$ cat config.mk
export PLATFORM = sky130hd
export DESIGN_NAME = decode_stage
export DESIGN_NICKNAME = d
export VERILOG_FILES = /design/src/rtl/decode_stage_pkg.sv /design/src/rtl/decode_stage_instr_decoder.sv /design/src/rtl/decode_stage.sv
export SDC_FILE = /design/constraint.sdc
export NUM_CORES = 1
export LEC_CHECK = 0
export BUFFER_PORTS_ARGS = -buffer_cell sky130_fd_sc_hd__clkbuf_2
export CAP_MARGIN = 20
export CORE_MARGIN = 2
export CORE_UTILIZATION = 44
export CTS_CLUSTER_DIAMETER = 80
export DETAILED_ROUTE_END_ITERATION = 8
export GPL_TIMING_DRIVEN = 0
export PLACE_DENSITY = 0.76
export SLEW_MARGIN = 20
export SYNTH_ARGS = -nofsm -noshare
export SYNTH_HDL_FRONTEND = slang
export SYNTH_HIERARCHICAL = 1
export SYNTH_SLANG_ARGS = --single-unit
$ cat constraint.sdc
create_clock -name clk -period 3.6 [get_ports clk]
set_input_delay 0.9 -clock clk [delete_from_list [all_inputs] [get_ports clk]]
set_output_delay 0.9 -clock clk [all_outputs]
set_load 0.1 [all_outputs]
$ cat src/rtl/decode_stage_pkg.sv
// Shared widths, opcode map and decoded-control payload for the decode stage.
package decode_stage_pkg;

  localparam int unsigned WORD_SIZE = 16;
  localparam int unsigned NUM_REGS  = 4;
  localparam int unsigned REG_W     = $clog2(NUM_REGS);
  localparam int unsigned OP_W      = 4;
  localparam int unsigned FUNC_W    = 6;
  localparam int unsigned IMM8_W    = 8;

  localparam logic [OP_W-1:0] OP_BNE   = 4'd0;
  localparam logic [OP_W-1:0] OP_BEQ   = 4'd1;
  localparam logic [OP_W-1:0] OP_BGZ   = 4'd2;
  localparam logic [OP_W-1:0] OP_BLZ   = 4'd3;
  localparam logic [OP_W-1:0] OP_ADI   = 4'd4;
  localparam logic [OP_W-1:0] OP_ORI   = 4'd5;
  localparam logic [OP_W-1:0] OP_LHI   = 4'd6;
  localparam logic [OP_W-1:0] OP_LWD   = 4'd7;
  localparam logic [OP_W-1:0] OP_SWD   = 4'd8;
  localparam logic [OP_W-1:0] OP_JMP   = 4'd9;
  localparam logic [OP_W-1:0] OP_JAL   = 4'd10;
  localparam logic [OP_W-1:0] OP_RTYPE = 4'd15;

  localparam logic [REG_W-1:0] LINK_REG = REG_W'(2);

  typedef struct packed {
    logic                 use_rs;
    logic                 use_rt;
    logic [REG_W-1:0]     write_reg;
    logic                 reg_write;
    logic                 mem_read;
    logic                 mem_write;
    logic [WORD_SIZE-1:0] imm;
  } dec_t;

endpackage

$ cat src/rtl/decode_stage_instr_decoder.sv
// Combinational opcode decoder: source usage, destination, memory control and immediate.
module decode_stage_instr_decoder
  import decode_stage_pkg::*;
(
  input  logic [WORD_SIZE-1:0] instr,
  output dec_t                 dec_c
);

  logic [OP_W-1:0]   opcode;
  logic [REG_W-1:0]  rt;
  logic [REG_W-1:0]  rd;
  logic [IMM8_W-1:0] imm8;

  assign opcode = instr[15:12];
  assign rt     = instr[9:8];
  assign rd     = instr[7:6];
  assign imm8   = instr[7:0];

  always_comb begin
    dec_c     = '0;
    dec_c.imm = {{(WORD_SIZE-IMM8_W){imm8[IMM8_W-1]}}, imm8};
    case (opcode)
      OP_RTYPE: begin
        dec_c.use_rs    = 1'b1;
        dec_c.use_rt    = 1'b1;
        dec_c.reg_write = 1'b1;
        dec_c.write_reg = rd;
      end
      OP_BNE, OP_BEQ: begin
        dec_c.use_rs = 1'b1;
        dec_c.use_rt = 1'b1;
      end
      OP_BGZ, OP_BLZ: dec_c.use_rs = 1'b1;
      OP_ADI: begin
        dec_c.use_rs    = 1'b1;
        dec_c.reg_write = 1'b1;
        dec_c.write_reg = rt;
      end
      OP_ORI: begin
        dec_c.use_rs    = 1'b1;
        dec_c.reg_write = 1'b1;
        dec_c.write_reg = rt;
        dec_c.imm       = {{(WORD_SIZE-IMM8_W){1'b0}}, imm8};
      end
      OP_LHI: begin
        dec_c.reg_write = 1'b1;
        dec_c.write_reg = rt;
        dec_c.imm       = {imm8, {(WORD_SIZE-IMM8_W){1'b0}}};
      end
      OP_LWD: begin
        dec_c.use_rs    = 1'b1;
        dec_c.reg_write = 1'b1;
        dec_c.mem_read  = 1'b1;
        dec_c.write_reg = rt;
      end
      OP_SWD: begin
        dec_c.use_rs    = 1'b1;
        dec_c.use_rt    = 1'b1;
        dec_c.mem_write = 1'b1;
      end
      OP_JAL: begin
        dec_c.reg_write = 1'b1;
        dec_c.write_reg = LINK_REG;
      end
      default: ;
    endcase
  end

endmodule

$ cat src/rtl/decode_stage.sv
// Decode stage: register-file addressing, writeback bypass, load-use hazard and ID/EX register.
module decode_stage
  import decode_stage_pkg::*;
(
  input  logic                 clk,
  input  logic                 reset_n,
  input  logic                 if_valid,
  input  logic [WORD_SIZE-1:0] if_instr,
  input  logic [WORD_SIZE-1:0] if_pc,
  output logic                 id_ready,
  output logic [REG_W-1:0]     rf_read_reg1,
  output logic [REG_W-1:0]     rf_read_reg2,
  input  logic [WORD_SIZE-1:0] rf_read_data1,
  input  logic [WORD_SIZE-1:0] rf_read_data2,
  input  logic                 wb_reg_write,
  input  logic [REG_W-1:0]     wb_write_reg,
  input  logic [WORD_SIZE-1:0] wb_write_data,
  input  logic                 flush,
  input  logic                 ex_ready,
  output logic                 ex_valid,
  output logic [OP_W-1:0]      ex_opcode,
  output logic [FUNC_W-1:0]    ex_func,
  output logic [WORD_SIZE-1:0] ex_op1,
  output logic [WORD_SIZE-1:0] ex_op2,
  output logic [WORD_SIZE-1:0] ex_imm,
  output logic [REG_W-1:0]     ex_write_reg,
  output logic                 ex_reg_write,
  output logic                 ex_mem_read,
  output logic                 ex_mem_write,
  output logic [WORD_SIZE-1:0] ex_pc,
  output logic [15:0]          stall_count
);

  dec_t                 dec;
  logic [REG_W-1:0]     rs;
  logic [REG_W-1:0]     rt;
  logic [WORD_SIZE-1:0] op1_c;
  logic [WORD_SIZE-1:0] op2_c;
  logic                 hazard_c;
  logic                 advance_c;

  // Source indices and usage of the instruction held in ID/EX, for in-place bypass while stalled.
  logic [REG_W-1:0]     cap_rs;
  logic [REG_W-1:0]     cap_rt;
  logic                 cap_use_rs;
  logic                 cap_use_rt;

  decode_stage_instr_decoder u_instr_decoder (
    .instr (if_instr),
    .dec_c (dec)
  );

  assign rs           = if_instr[11:10];
  assign rt           = if_instr[9:8];
  assign rf_read_reg1 = rs;
  assign rf_read_reg2 = rt;

  // Register file writes at the edge, so a same-cycle writeback must be forwarded here.
  assign op1_c = (wb_reg_write && (wb_write_reg == rs)) ? wb_write_data : rf_read_data1;
  assign op2_c = (wb_reg_write && (wb_write_reg == rt)) ? wb_write_data : rf_read_data2;

  assign hazard_c  = if_valid & ex_valid & ex_mem_read & ex_reg_write &
                     ((dec.use_rs & (ex_write_reg == rs)) | (dec.use_rt & (ex_write_reg == rt)));
  assign advance_c = ex_ready | ~ex_valid;
  assign id_ready  = advance_c & ~hazard_c & ~flush;

  always_ff @(posedge clk or posedge reset_n) begin
    if (reset_n) begin
      ex_valid     <= 1'b0;
      ex_opcode    <= '0;
      ex_func      <= '0;
      ex_op1       <= '0;
      ex_op2       <= '0;
      ex_imm       <= '0;
      ex_write_reg <= '0;
      ex_reg_write <= 1'b0;
      ex_mem_read  <= 1'b0;
      ex_mem_write <= 1'b0;
      ex_pc        <= '0;
      cap_rs       <= '0;
      cap_rt       <= '0;
      cap_use_rs   <= 1'b0;
      cap_use_rt   <= 1'b0;
    end else if (flush) begin
      ex_valid <= 1'b0;
    end else if (advance_c && if_valid && !hazard_c) begin
      ex_valid     <= 1'b1;
      ex_opcode    <= if_instr[15:12];
      ex_func      <= if_instr[5:0];
      ex_op1       <= op1_c;
      ex_op2       <= op2_c;
      ex_imm       <= dec.imm;
      ex_write_reg <= dec.write_reg;
      ex_reg_write <= dec.reg_write;
      ex_mem_read  <= dec.mem_read;
      ex_mem_write <= dec.mem_write;
      ex_pc        <= if_pc;
      cap_rs       <= rs;
      cap_rt       <= rt;
      cap_use_rs   <= dec.use_rs;
      cap_use_rt   <= dec.use_rt;
    end else if (advance_c) begin
      ex_valid <= 1'b0;
    end else begin
      if (wb_reg_write && cap_use_rs && (wb_write_reg == cap_rs)) ex_op1 <= wb_write_data;
      if (wb_reg_write && cap_use_rt && (wb_write_reg == cap_rt)) ex_op2 <= wb_write_data;
    end
  end

  // Hazard-stall cycle counter, saturating; a flush in the same cycle cancels the stall.
  always_ff @(posedge clk or posedge reset_n) begin
    if (reset_n) begin
      stall_count <= '0;
    end else if (hazard_c && advance_c && !flush && (stall_count != 16'hFFFF)) begin
      stall_count <= stall_count + 16'd1;
    end
  end

endmodule

# Word level (Yosys, flattened, before mapping)
# Index checks and enable logic that the tools add are counted.
# totals
latchBits,0
regBits,102
output_inout_bits,101
ram_bits,0
romBits,0
wordCells,88
inputBits,88
memories,0
# op_classes
div_mod_pow,0
shift,0
bitwise_logic,13
mul,0
order_cmp,0
n_eq_ne,18
n_mux,17
n_reduce_logical,23
addsub,1
# ops
operator,count
16-bit two-way mux,8
16-bit one-hot mux with 2 select lines,1
16-bit by 1-bit adder with 16-bit output (second input constant),1
4-bit by 3-bit == test with 1-bit output (second input constant),4
16-bit != test (second input constant),1
2-bit == test,6
4-bit == test (second input constant),3
1-bit logical AND,11
3-bit one-hot mux with 3 select lines,1
9-bit OR reduction,1
1-bit AND,8
4-bit by 2-bit == test with 1-bit output (second input constant),2
4-bit OR reduction,2
1-bit two-way mux,7
3-bit AND reduction,2
4-bit by 1-bit == test with 1-bit output (second input constant),1
4-bit zero test,1
2-bit nonzero test,2
1-bit NOT,3
3-bit nonzero test,1
1-bit zero test,2
2-bit by 1-bit != test with 1-bit output (second input constant),1
1-bit bitwise OR,2
2-bit AND reduction,1

# Longest topological paths before layout
# Gate-level depths: netlist (run 1).
# depth
ltp_word,10
ltp_mapped,12
depth_no_buf,8

# Cells and area by module
# The synthesis (run 1) kept the hierarchy.
# by_module_without_submodules
module,cells_per_inst,n_inst,area_per_inst_um2,seq_area_each_um2
decode_stage,351,1,4446.8,2552.4
decode_stage_instr_decoder,55,1,362.8,0.0

# Least setup slack after synthesis (run 1)
# No wires, ideal clock.
# synth_path
path_type,input to output
startpoint,input if_instr[12]
endpoint,output id_ready
path_stages,7
arrival_ns,3.673
path_slack_ns,-0.973
required_ns,2.700
n_path_buf,2
cell_sequence,buf_6 buf_2 o21ai_0 nand2_1 o211ai_1 and4_4 nor3_1
# synth_lines
item,line_no,source
start: declaration,decode_stage.sv:8,"input logic [WORD_SIZE-1:0] if_instr,"
end: declaration,decode_stage.sv:10,"output logic id_ready,"

==> results of run 1 <==
-- final cells by class --
type | count | share of cell area
Sequential cell | 102 | 0.412
Multi-Input combinational cell | 264 | 0.330
Timing Repair Buffer | 187 | 0.155
Buffer | 27 | 0.0285
Tap cell | 140 | 0.0283
Clock buffer | 10 | 0.0206
Clock inverter | 6 | 0.0176
Inverter | 13 | 0.00868
-- routing by layer --
metal | vias up | track usage
li1 | 1809 | -
met1 | 1853 | 0.242
met2 | 146 | 0.353
met3 | 12 | 0.0404
met4 | 0 | 0.0778
met5 | - | 0
-- cells by family after synthesis --
group | count (synthesis)
multiplexers | 87
AND/OR/NAND/NOR | 96
AO/OA/AOI/OAI | 54
flip-flops | 102
XOR/XNOR | 26
adder cells (fa/ha/maj) | 1
buffers and inverters | 40
-- power groups by stage --
| stage | logic, mW | clock network, mW | registers [mW] |
|---|---|---|---|
| floorplan | 0.328 | 0 | 2.55 |
| global placement | 1.76 | 0 | 1.42 |
| detailed placement | 1.78 | 0 | 1.43 |
| CTS | 1.78 | 0.877 | 1.41 |
| global route | 1.84 | 0.926 | 1.43 |
| finish | 1.77 | 0.854 | 1.41 |
-- layout by cell type, fill, tap and decap left out, types with 3 or more instances in the layout --
master,Yosys,layout
sky130_fd_sc_hd__buf_2,12,12
sky130_fd_sc_hd__buf_6,5,5
sky130_fd_sc_hd__inv_1,13,12
sky130_fd_sc_hd__clkbuf_8,0,9
sky130_fd_sc_hd__xnor2_1,24,24
sky130_fd_sc_hd__nand2_1,8,8
sky130_fd_sc_hd__nor2_1,43,43
sky130_fd_sc_hd__and3_1,3,3
sky130_fd_sc_hd__clkbuf_2,0,186
sky130_fd_sc_hd__mux2i_1,32,32
sky130_fd_sc_hd__and4_1,4,4
sky130_fd_sc_hd__nand2b_1,3,3
sky130_fd_sc_hd__nand4_1,10,10
sky130_fd_sc_hd__buf_4,6,6
sky130_fd_sc_hd__nand3_1,9,9
sky130_fd_sc_hd__a21oi_1,34,34
sky130_fd_sc_hd__dfrtp_1,102,102
sky130_fd_sc_hd__bufinv_16,0,3
sky130_fd_sc_hd__o311ai_1,7,7
sky130_fd_sc_hd__mux2_2,55,55
sky130_fd_sc_hd__clkbuf_1,3,4
-- path summary, 6_finish.rpt --
path	from	to	slack (ps)	cells after the start
max	if_instr[12]	id_ready	160	9
min	stall_count[4]	stall_count[4]	500	1
max reg2reg	ex_reg_write	ex_op1[8]	1340	6
min reg2reg	stall_count[4]	stall_count[4]	500	1
max in group asynchronous	reset_n	ex_func[0]	2470	3
min in group asynchronous	reset_n	ex_op1[14]	510	2
==> results.txt, run 1 <==
Counting I/O delays and the setup requirement, the final critical path takes 3440 ps. The level count of the clock H-tree came out at 3. Clock tree synthesis selected as its root buffer the cell sky130_fd_sc_hd__clkbuf_8.

The transition time of the tightest slew-check pin is 815 ps. The synthesized-area fraction occupied by ao, oa, aoi and oai cells is 0.0702. For this run, design rule violations remaining after detail routing come to 0. The leakage power is 3.14 nW. The post-detailed-placement cell area came out at 0.00596 mm². The capturing element type of the critical path is an output pin. The hold violation total from the final report came out at 0.

The maximum number of pins on one net before global-route repair came out at 65. The number of distinct library cell variants in the gate-level netlist after synthesis is 42. The net switching fraction of the power came out at 0.481.

Data on the critical path arrives at its endpoint at 2540 ps. The routed length per placed instance is 15.6 µm. Counting flops with a built-in enable in the synthesized netlist gives 0. The share of the Yosys chip area taken by registers is 0.531. Of all nets on the critical path, the largest fanout is 10.

Detailed placement ended at an HPWL of 9240 µm. The switching component of the power is 1.94 mW. The number of placed instances with taps included is 733. The average cell area after synthesis is 11.8 µm².

The synthesized design spends more area on one cell type than any other, namely sky130_fd_sc_hd__dfrtp_1. The commonest cells after synthesis are 102 x sky130_fd_sc_hd__dfrtp_1, 55 x sky130_fd_sc_hd__mux2_2, 43 x sky130_fd_sc_hd__nor2_1. The quantity of gates resized following cts is 0.

The area share of fa/ha/maj cells after synthesis is 0.00260. The part of the total power dissipated in sequential elements came out at 0.349. The register bit count reported by yosys came out at 102.

The final layout contains 693 nets. Once layout is complete, the utilization of the core stands at 0.577. The relative max-transition margin came out at 0.452. Among all stages on the critical path, the largest delay is contributed by sky130_fd_sc_hd__clkbuf_2. The number of synthesis warnings is 6. The core area is 0.0107 mm². The final weighted congestion in routability-driven placement came out at 0.825. The class of the tightest hold or removal check is reg2reg.

The clock network power share came out at 0.212. Broken down by cell family, the worst path's largest delay share belongs to buffers and inverters. The maximum vdd drop came out at 0.365 mV. Walking the worst path, the cells encountered are clkbuf_2, buf_6, buf_2, o21ai_0, nand2_1, o211ai_1, and4_4, nor3_4, clkbuf_2. The async set-or-reset flop fraction in the synthesized netlist is 1.00.

The max capacitance violation total is 0. The area share of the leading cell type in the synthesized netlist came out at 0.531. The all-layer global routing usage came out at 0.201. Setup total negative slack on the finished layout was measured at 0 ps. The worst stage delay on the critical path is 480 ps.

The kind of critical path is in2out. The instance count of the mapped netlist is 406. The multi-input combinational cell area is 0.00204 mm². The die footprint is 0.0118 mm². The non-filler instance count after layout is 749. Using the TritonRoute via totals, the vias-per-cell ratio works out to 5.10. The routed via count is 3820. In this run the count of I/O pins placed on the die edge is 189. The share of post-route cells with drive strength above 1 is 0.479. The starting DRC count in detailed routing is 144.

Of the total synthesized cell area, the portion taken by XOR and XNOR cells is 0.0473. The number of fill cells in the layout is 911. The first-pass iteration count of the detailed router came out at 4. Of the total synthesized cell area, the portion taken by AND, OR, NAND and NOR gates is 0.107. Port buffering added 186 buffers. The final instance area is 0.00620 mm². The buffers inserted during post-CTS setup optimization came out at 0. Sorting the synthesized cells by area gives the leading types as sky130_fd_sc_hd__dfrtp_1 53%, sky130_fd_sc_hd__mux2_2 13%, sky130_fd_sc_hd__mux2i_1 6.7%. Setup slack on the critical path of the routed design comes to 157 ps. The sequential cell area came out at 0.00255 mm².

The total congestion overflow after global routing came out at 0. STA puts the critical path data required time at 2700 ps. The clock transition time at the flip-flop clock pins of the worst setup and hold paths is 100 ps.

The initial antenna violation count came out at 0. Clock tree synthesis inserted a total of 9 buffers. Yosys instantiated no cell more often than sky130_fd_sc_hd__dfrtp_1. The power density of the placed cells is 650 mW/mm².

The width of the die came out at 109 µm. The largest buffer count on any clock path is 2. The proportion of synthesized area in mux cells came out at 0.195. The first global-routing pass estimated 18300 µm of wire. The mapped cell area is 0.00481 mm². The number of buffers inserted for hold repair after clock tree synthesis is 0.

The source-to-sink clock delay at the later pin of the worst-skew pair came out at 370 ps. The highest achievable clock rate is 290 MHz. The maximum clock skew at final layout is 10.6 ps. The most common cell type on the critical path is sky130_fd_sc_hd__clkbuf_2. The via count of the first global-routing pass came to 3756. The worst setup slack before clock tree synthesis is 164 ps. The y dimension of the die came out at 109 µm.

The most used flip-flop cell after synthesis is sky130_fd_sc_hd__dfrtp_1. The combinational cell fraction of total power is 0.439. The final critical-path share of the clock period is 0.956. After synthesis, the largest family of logic cells by area is multiplexers. The layout overhead on the synthesized area came out at 28.8%. Power comes to 4.03 mW. The run finished with clean final reports. Setup repair after global routing left no endpoint under its margin. The initial cell density of the core came out at 0.448. The wire length on met2 came out at 5750 µm. The cell-internal power is 2.09 mW. The total met3 wirelength after detailed routing came out at 828 µm. Routed signal wires occupy layers up through met4. The worst path buffer plus inverter count came out at 4. The clock tree from TritonCTS is done.

The routed length on met1 is 4940 µm. Across all hold checks on the routed design, the worst slack comes to 496 ps. The cell row count is 38. The number of nets with antenna violations after routing came out at 0. Setup violations remaining at the end of the flow were counted as 0. The max-slew violation total from the final report was 0. The post-detailed-routing wire length is 11700 µm.

The repair_antennas step left the layout with diodes totalling 0. The number of clock sinks came out at 102. The synthesized netlist net count is 495. The type of origin of the critical path is an input port.
Power figures use the tool's default switching activity.
==> run 2, diff against run 1 <==
Settings changed: CORE_UTILIZATION 44 to 49, CTS_BUF_LIST from default to sky130_fd_sc_hd__clkbuf_16, PLACE_DENSITY 0.76 to 0.8.
Clock period 3.6 ns to 3.8 ns, I/O delays scaled along.
==> run 2 against run 1 <==
- core utilization grew 7.2 points
- global-route usage is 1.1 points higher
- combinational power shrank 5%
- cell count is 0.93% lower
- hold slack better by 3.0 ps
- register-to-register slack improved by 180 ps
- non-clock buffer count unchanged
- routed wire length shrank 2.4%
- first-iteration DRC count decreased by 24%
- count of clock-buffer cells in the layout is 1 lower
- critical endpoint unchanged
==> results.txt, run 2 (same netlist as run 1, synthesis figures left out) <==
The level count of the clock H-tree is 3 (unchanged). The quantity of gates resized following cts is 0 (unchanged). The starting DRC count in detailed routing came out at 109 (-24%). The number of buffers inserted for hold repair after clock tree synthesis is 0 (unchanged).

The max capacitance violation total is 0 (unchanged). The multi-input combinational cell area came out at 0.00204 mm² (unchanged). The maximum vdd drop came to 0.358 mV (-1.9%). The die footprint is 0.0106 mm² (-9.8%). The clock transition time at the flip-flop clock pins of the worst setup and hold paths came out at 70 ps (-30 ps). The required time of the worst setup path came out at 2850 ps (+150 ps). The most common cell type on the critical path is sky130_fd_sc_hd__clkbuf_2. The final instance area is 0.00625 mm² (+0.95%). The relative max-transition margin came out at 0.500 (+0.0477). The via count of the first global-routing pass is 3739 (-0.45%).

The width of the die was 103 µm (-5.0%). The hold violation total from the final report is 0 (unchanged). The most frequent standard cell in the layout excluding fill and tap cells is sky130_fd_sc_hd__clkbuf_2. The number of buffers inserted during clock tree synthesis is 9 (unchanged). The count of buffers inserted at the top-level ports came out at 186 (unchanged). The class of the tightest hold or removal check is reg2reg. The power density of the placed cells came out at 630 mW/mm² (-3.1%). The detailed placement HPWL came out at 8910 µm (-3.5%). The all-layer global routing usage is 0.212 (+0.0114). The core area came out at 0.00964 mm² (-10%). The maximum fanout encountered on the critical timing path came to 10 (unchanged). The initial cell density of the core came to 0.499 (+0.0514).

The number of placed instances with taps included is 726 (-0.95%). The cell row count came out at 36 (-5.3%). Walking the worst path, the cells encountered are clkbuf_2, buf_6, buf_2, o21ai_0, nand2_1, o211ai_1, and4_4, nor3_4, clkbuf_2. The slowest stage of the critical path belongs to the cell sky130_fd_sc_hd__clkbuf_2. The transition time of the tightest slew-check pin is 744 ps (-70.9 ps). The buffers inserted during post-CTS setup optimization is 0 (unchanged). The worst stage delay on the critical path came out at 490 ps (about the same).

Grouping stages by cell kind, the critical path spends the most delay in buffers and inverters. The post-detailed-routing wire length came out at 11400 µm (-2.4%). TritonCTS built the clock tree.

The sequential cell area came to 0.00255 mm² (unchanged). The run finished with clean final reports. Setup repair after global routing left no endpoint under its margin.

The type of origin of the critical path is an input port. The routed via count came out at 3850 (+0.79%). The share of the core filled with cells in the final layout was 0.649 (+0.0723). The worst setup path is of the in2out kind. The number of diodes came out at 0 (unchanged). The routed via count divided by cell count is 5.19 (+1.7%). Clock tree synthesis selected as its root buffer the cell sky130_fd_sc_hd__clkbuf_16.

The number of nets with antenna violations after routing came out at 0 (unchanged). The share of post-route cells with drive strength above 1 came out at 0.479 (unchanged). The final critical path time including I/O delays and setup came out at 3570 ps. The max-slew violation total from the final report was 0 (unchanged). The leakage power came to 3.16 nW (+0.81%).

The initial antenna violation count came out at 0 (unchanged). The total congestion overflow after global routing came out at 0 (unchanged). The routed length per placed instance is 15.4 µm (-1.4%). The highest achievable clock rate came out at 280 MHz. The final weighted congestion in routability-driven placement is 0.839 (+1.7%).

The first-pass iteration count of the detailed router came out at 4 (unchanged). The largest buffer count on any clock path came out at 2 (unchanged). The non-filler instance count after layout is 742 (-0.93%). The wire length of the first global-routing pass was 17700 µm (-2.9%). The final net count came out at 693 (unchanged). The maximum number of pins on one net before global-route repair is 79 (+22%). The final critical-path share of the clock period came out at 0.940. The number of clock sinks came out at 102 (unchanged). The worst setup path is captured at an output pin. The maximum clock skew at final layout is 14.1 ps (+3.48 ps). The source-to-sink clock delay at the later pin of the worst-skew pair came out at 340 ps (-30 ps). The arrival time at the worst endpoint is 2620 ps (+80 ps). The top cell types in the final layout, fill and taps aside, are 186 x sky130_fd_sc_hd__clkbuf_2, 102 x sky130_fd_sc_hd__dfrtp_1, 55 x sky130_fd_sc_hd__mux2_2. The detailed-route DRC error count is 0 (unchanged). The post-detailed-placement cell area is 0.00595 mm² (-0.15%). The final number of setup-violating endpoints is 0 (unchanged). The number of fill cells in the layout came out at 821 (-9.9%). The worst hold slack is 499 ps (+3.04 ps). From synthesis to final layout, the design area changed by 30.0%. The worst path buffer plus inverter count was 4 (unchanged). The I/O pin count is 189 (unchanged). The y dimension of the die came out at 103 µm (-5.0%).
==> run 2: cell count changes in the layout (fill, tap and decap cells not counted), moves of 2 or more <==
| cell | before | now |
|---|---|---|
| sky130_fd_sc_hd__bufinv_16 | 3 | 1 |
| sky130_fd_sc_hd__clkbuf_16 | 0 | 9 |
| sky130_fd_sc_hd__clkbuf_8 | 9 | 0 |
| sky130_fd_sc_hd__clkinv_2 | 2 | 0 |
==> run 2: final timing paths <==
check / slack (ps) / end / cells after the start / from
max: 230 / id_ready / 9 / if_instr[12]
min: 500 / stall_count[9] / 1 / stall_count[9]
max reg2reg: 1520 / ex_imm[14] / 6 / ex_write_reg[1]
min reg2reg: 500 / stall_count[9] / 1 / stall_count[9]
max in group asynchronous: 2610 / ex_op2[13] / 3 / reset_n
min in group asynchronous: 550 / ex_pc[15] / 2 / reset_n
==> run 2: final cells by class <==
| class | count | share of cell area |
|---|---|---|
| well taps | 133 | 0.0266 |
| plain buffers | 27 | 0.0282 |
| flip-flops and latches | 102 | 0.408 |
| inverters | 13 | 0.00860 |
| repair buffers | 187 | 0.153 |
| multi-input cells | 264 | 0.327 |
| clock buffers | 9 | 0.0360 |
| clock inverters | 7 | 0.0126 |
==> run 2: routing by layer <==
layer | vias to the layer above | share of wire | global-route usage
met3 | 10 | 0.057 | 0.0380
met1 | 1888 | 0.42 | 0.278
met2 | 132 | 0.52 | 0.363
li1 | 1820 | - | -
met4 | 0 | 0.0088 | 0.0597
met5 | - | 0 | 0
==> run 2: report_power, final <==
group | switching (mW) | internal (mW)
combinational | 1.37 | 0.303
sequential | 0.0892 | 1.24
clock | 0.415 | 0.519
total | 1.88 | 2.06
==> run 2: per-stage QoR <==
stage                     TNS [ps]  worst slack [ps]  total power [mW]
after detailed placement         0               246              3.04
after global routing             0               124              4.10
after CTS                        0               244              3.97
final                            0               227              3.94
after floorplan                  0               175              2.73
after global placement      -85930              -848              3.00
==> run 3, diff against run 2 <==
Settings changed: CORE_UTILIZATION 49 to 40, CTS_BUF_LIST sky130_fd_sc_hd__clkbuf_16 to sky130_fd_sc_hd__clkbuf_8, PLACE_DENSITY 0.8 to 0.68.
==> run 3 against run 2 <==
- hold slack better by 9.9 ps
- via count down 2.0%
- core utilization is 13 points lower
- critical endpoint unchanged
- largest power group unchanged
==> results.txt, run 3 (same netlist as run 1, synthesis figures left out) <==
The run finished with clean final reports. The die footprint is 0.0129 mm² (+22%). The level count of the clock H-tree came out at 3 (unchanged). The post-detailed-routing wire length came out at 12000 µm (+5.2%).

The post-route setup TNS is 0 ps (unchanged). The worst hold slack was 509 ps (+9.86 ps). The final critical-path share of the clock period is 0.922 (-0.0184). The clock transition time at the flip-flop clock pins of the worst setup and hold paths came out at 80 ps (about the same). From synthesis to final layout, the design area changed by 28.5%. The detailed placement HPWL was 9290 µm (+4.2%). The required time of the worst setup path came to 2850 ps (about the same). The arrival time at the worst endpoint is 2550 ps (-70 ps). The number of placed instances with taps included is 740 (+1.9%). The buffers inserted during post-CTS setup optimization is 0 (unchanged). The core area came to 0.0119 mm² (+23%). The final net count is 693 (unchanged).

The final instance area is 0.00618 mm² (-1.2%). The routed length per placed instance came out at 15.9 µm (+3.1%). The width of the die came out at 114 µm (+10%). The leakage power came out at 3.12 nW (-1.3%). The number of buffers inserted during clock tree synthesis is 9 (unchanged).

The transition time of the tightest slew-check pin came to 685 ps (-58.5 ps). The tree is rooted in a sky130_fd_sc_hd__clkbuf_8. The initial cell density of the core is 0.405 (-0.0935). The max-slew violation total from the final report came out at 0 (unchanged).

The post-detailed-placement cell area is 0.00597 mm² (+0.29%). The relative max-transition margin came out at 0.539 (+0.0394). The initial antenna violation count was 0 (unchanged). The slack of the critical path came out at 297 ps (+69.9 ps). The first-pass iteration count of the detailed router came out at 4 (unchanged).

The non-filler instance count after layout came to 757 (+2.0%). The total congestion overflow after global routing is 0 (unchanged). The via count of the first global-routing pass came to 3771 (+0.86%). The starting DRC count in detailed routing came out at 170 (+56%). The final critical path time including I/O delays and setup was 3500 ps (-69.9 ps). The maximum vdd drop came out at 0.386 mV (+7.8%). The y dimension of the die is 114 µm (+10%). The routed via count divided by cell count is 4.99 (-3.9%).

Leaving out fill and tap cells, the most frequent cells in the layout are 186 x sky130_fd_sc_hd__clkbuf_2, 102 x sky130_fd_sc_hd__dfrtp_1, 55 x sky130_fd_sc_hd__mux2_2. The power density of the placed cells is 602 mW/mm² (-4.4%). The final number of setup-violating endpoints came out at 0 (unchanged). The wire length of the first global-routing pass came out at 19000 µm (+7.2%). The maximum fanout encountered on the critical timing path came to 10 (unchanged). The quantity of gates resized following cts is 0 (unchanged). Setup repair after global routing left no endpoint under its margin. The source-to-sink clock delay at the later pin of the worst-skew pair came out at 380 ps (+40 ps).

The maximum number of pins on one net before global-route repair came out at 74 (-6.3%). The routed via count was 3774 (-2.0%). The maximum clock skew at final layout came out at 13.5 ps (-0.669 ps). The highest achievable clock rate is 285 MHz (+2.0%). The number of clock sinks is 102 (unchanged). The number of buffers inserted for hold repair after clock tree synthesis is 0 (unchanged). The max capacitance violation total came out at 0 (unchanged). The detailed-route DRC error count came out at 0 (unchanged).

The cell row count is 40 (+11%). The final weighted congestion in routability-driven placement is 0.819 (-2.5%). The worst setup path is launched from an input port. The largest buffer count on any clock path is 2 (unchanged). The class of the tightest hold or removal check is reg2reg. The share of post-route cells with drive strength above 1 came out at 0.481 (+0.00164). Leaving out fill and tap cells, the most frequent cell in the layout is sky130_fd_sc_hd__clkbuf_2.

The I/O pin count is 189 (unchanged). The number of nets with antenna violations after routing came to 0 (unchanged). The kind of critical path is in2out.

The clock tree from TritonCTS is done. The worst setup path is captured at an output pin. The worst setup slack before clock tree synthesis is 283 ps (+37.6 ps). The all-layer global routing usage came out at 0.188 (-0.0240). The hold violation total from the final report is 0 (unchanged). The count of buffers inserted at the top-level ports is 186 (unchanged).
run 3: through the flow:
stage | util | power (mW)
5_1_grt | 0.521 | 3.88
3_3_place_gp | 0.500 | 3.01
4_1_cts | 0.521 | 3.77
6_report | 0.521 | 3.72
3_5_place_dp | 0.503 | 3.04
2_1_floorplan | - | 2.73
run 3: per-layer routing:
| metal | up-vias | global-route usage | wire (µm) |
|---|---|---|---|
| met2 | 113 | 0.314 | 6000 |
| met1 | 1835 | 0.230 | 4970 |
| met5 | - | 0 | 0 |
| met4 | 0 | 0.0561 | 204 |
| li1 | 1814 | - | - |
| met3 | 12 | 0.0680 | 831 |
run 3: final timing paths:
kind / depth (start not counted) / start / end / slack, ps
worst max-delay path: 9 / if_instr[12] / id_ready / 300
worst min-delay path: 1 / stall_count[11] / stall_count[11] / 510
worst max register to register: 6 / ex_mem_read / ex_func[4] / 1520
worst min register to register: 1 / stall_count[11] / stall_count[11] / 510
max in group asynchronous: 3 / reset_n / ex_op2[14] / 2600
min in group asynchronous: 2 / reset_n / ex_pc[8] / 530
run 3: critical path, cell delays in order:
cell and delay (ps):
sky130_fd_sc_hd__clkbuf_2 120, sky130_fd_sc_hd__buf_6 150, sky130_fd_sc_hd__buf_2 220, sky130_fd_sc_hd__o21ai_0 110
sky130_fd_sc_hd__nand2_1 70, sky130_fd_sc_hd__o211ai_1 100, sky130_fd_sc_hd__and4_4 180, sky130_fd_sc_hd__nor3_4 160
sky130_fd_sc_hd__clkbuf_2 480
run 3: area by class of cell:
cell class / count / area (µm²)
Buffer: 27 / 176
Clock buffer: 11 / 151
Fill cell: 1080 / 5680
Multi-Input combinational cell: 264 / 2040
Antenna cell: 1 / 2.50
Sequential cell: 102 / 2550
Inverter: 13 / 53.8
Clock inverter: 5 / 56.3
Tap cell: 147 / 184
Timing Repair Buffer: 187 / 958
run 3: where the power goes:
part	switching, mW	internal [mW]	leakage (nW)
registers	0.0871	1.24	1.22
clock network	0.373	0.341	0.106
logic	1.38	0.303	1.79
total	1.84	1.88	3.12
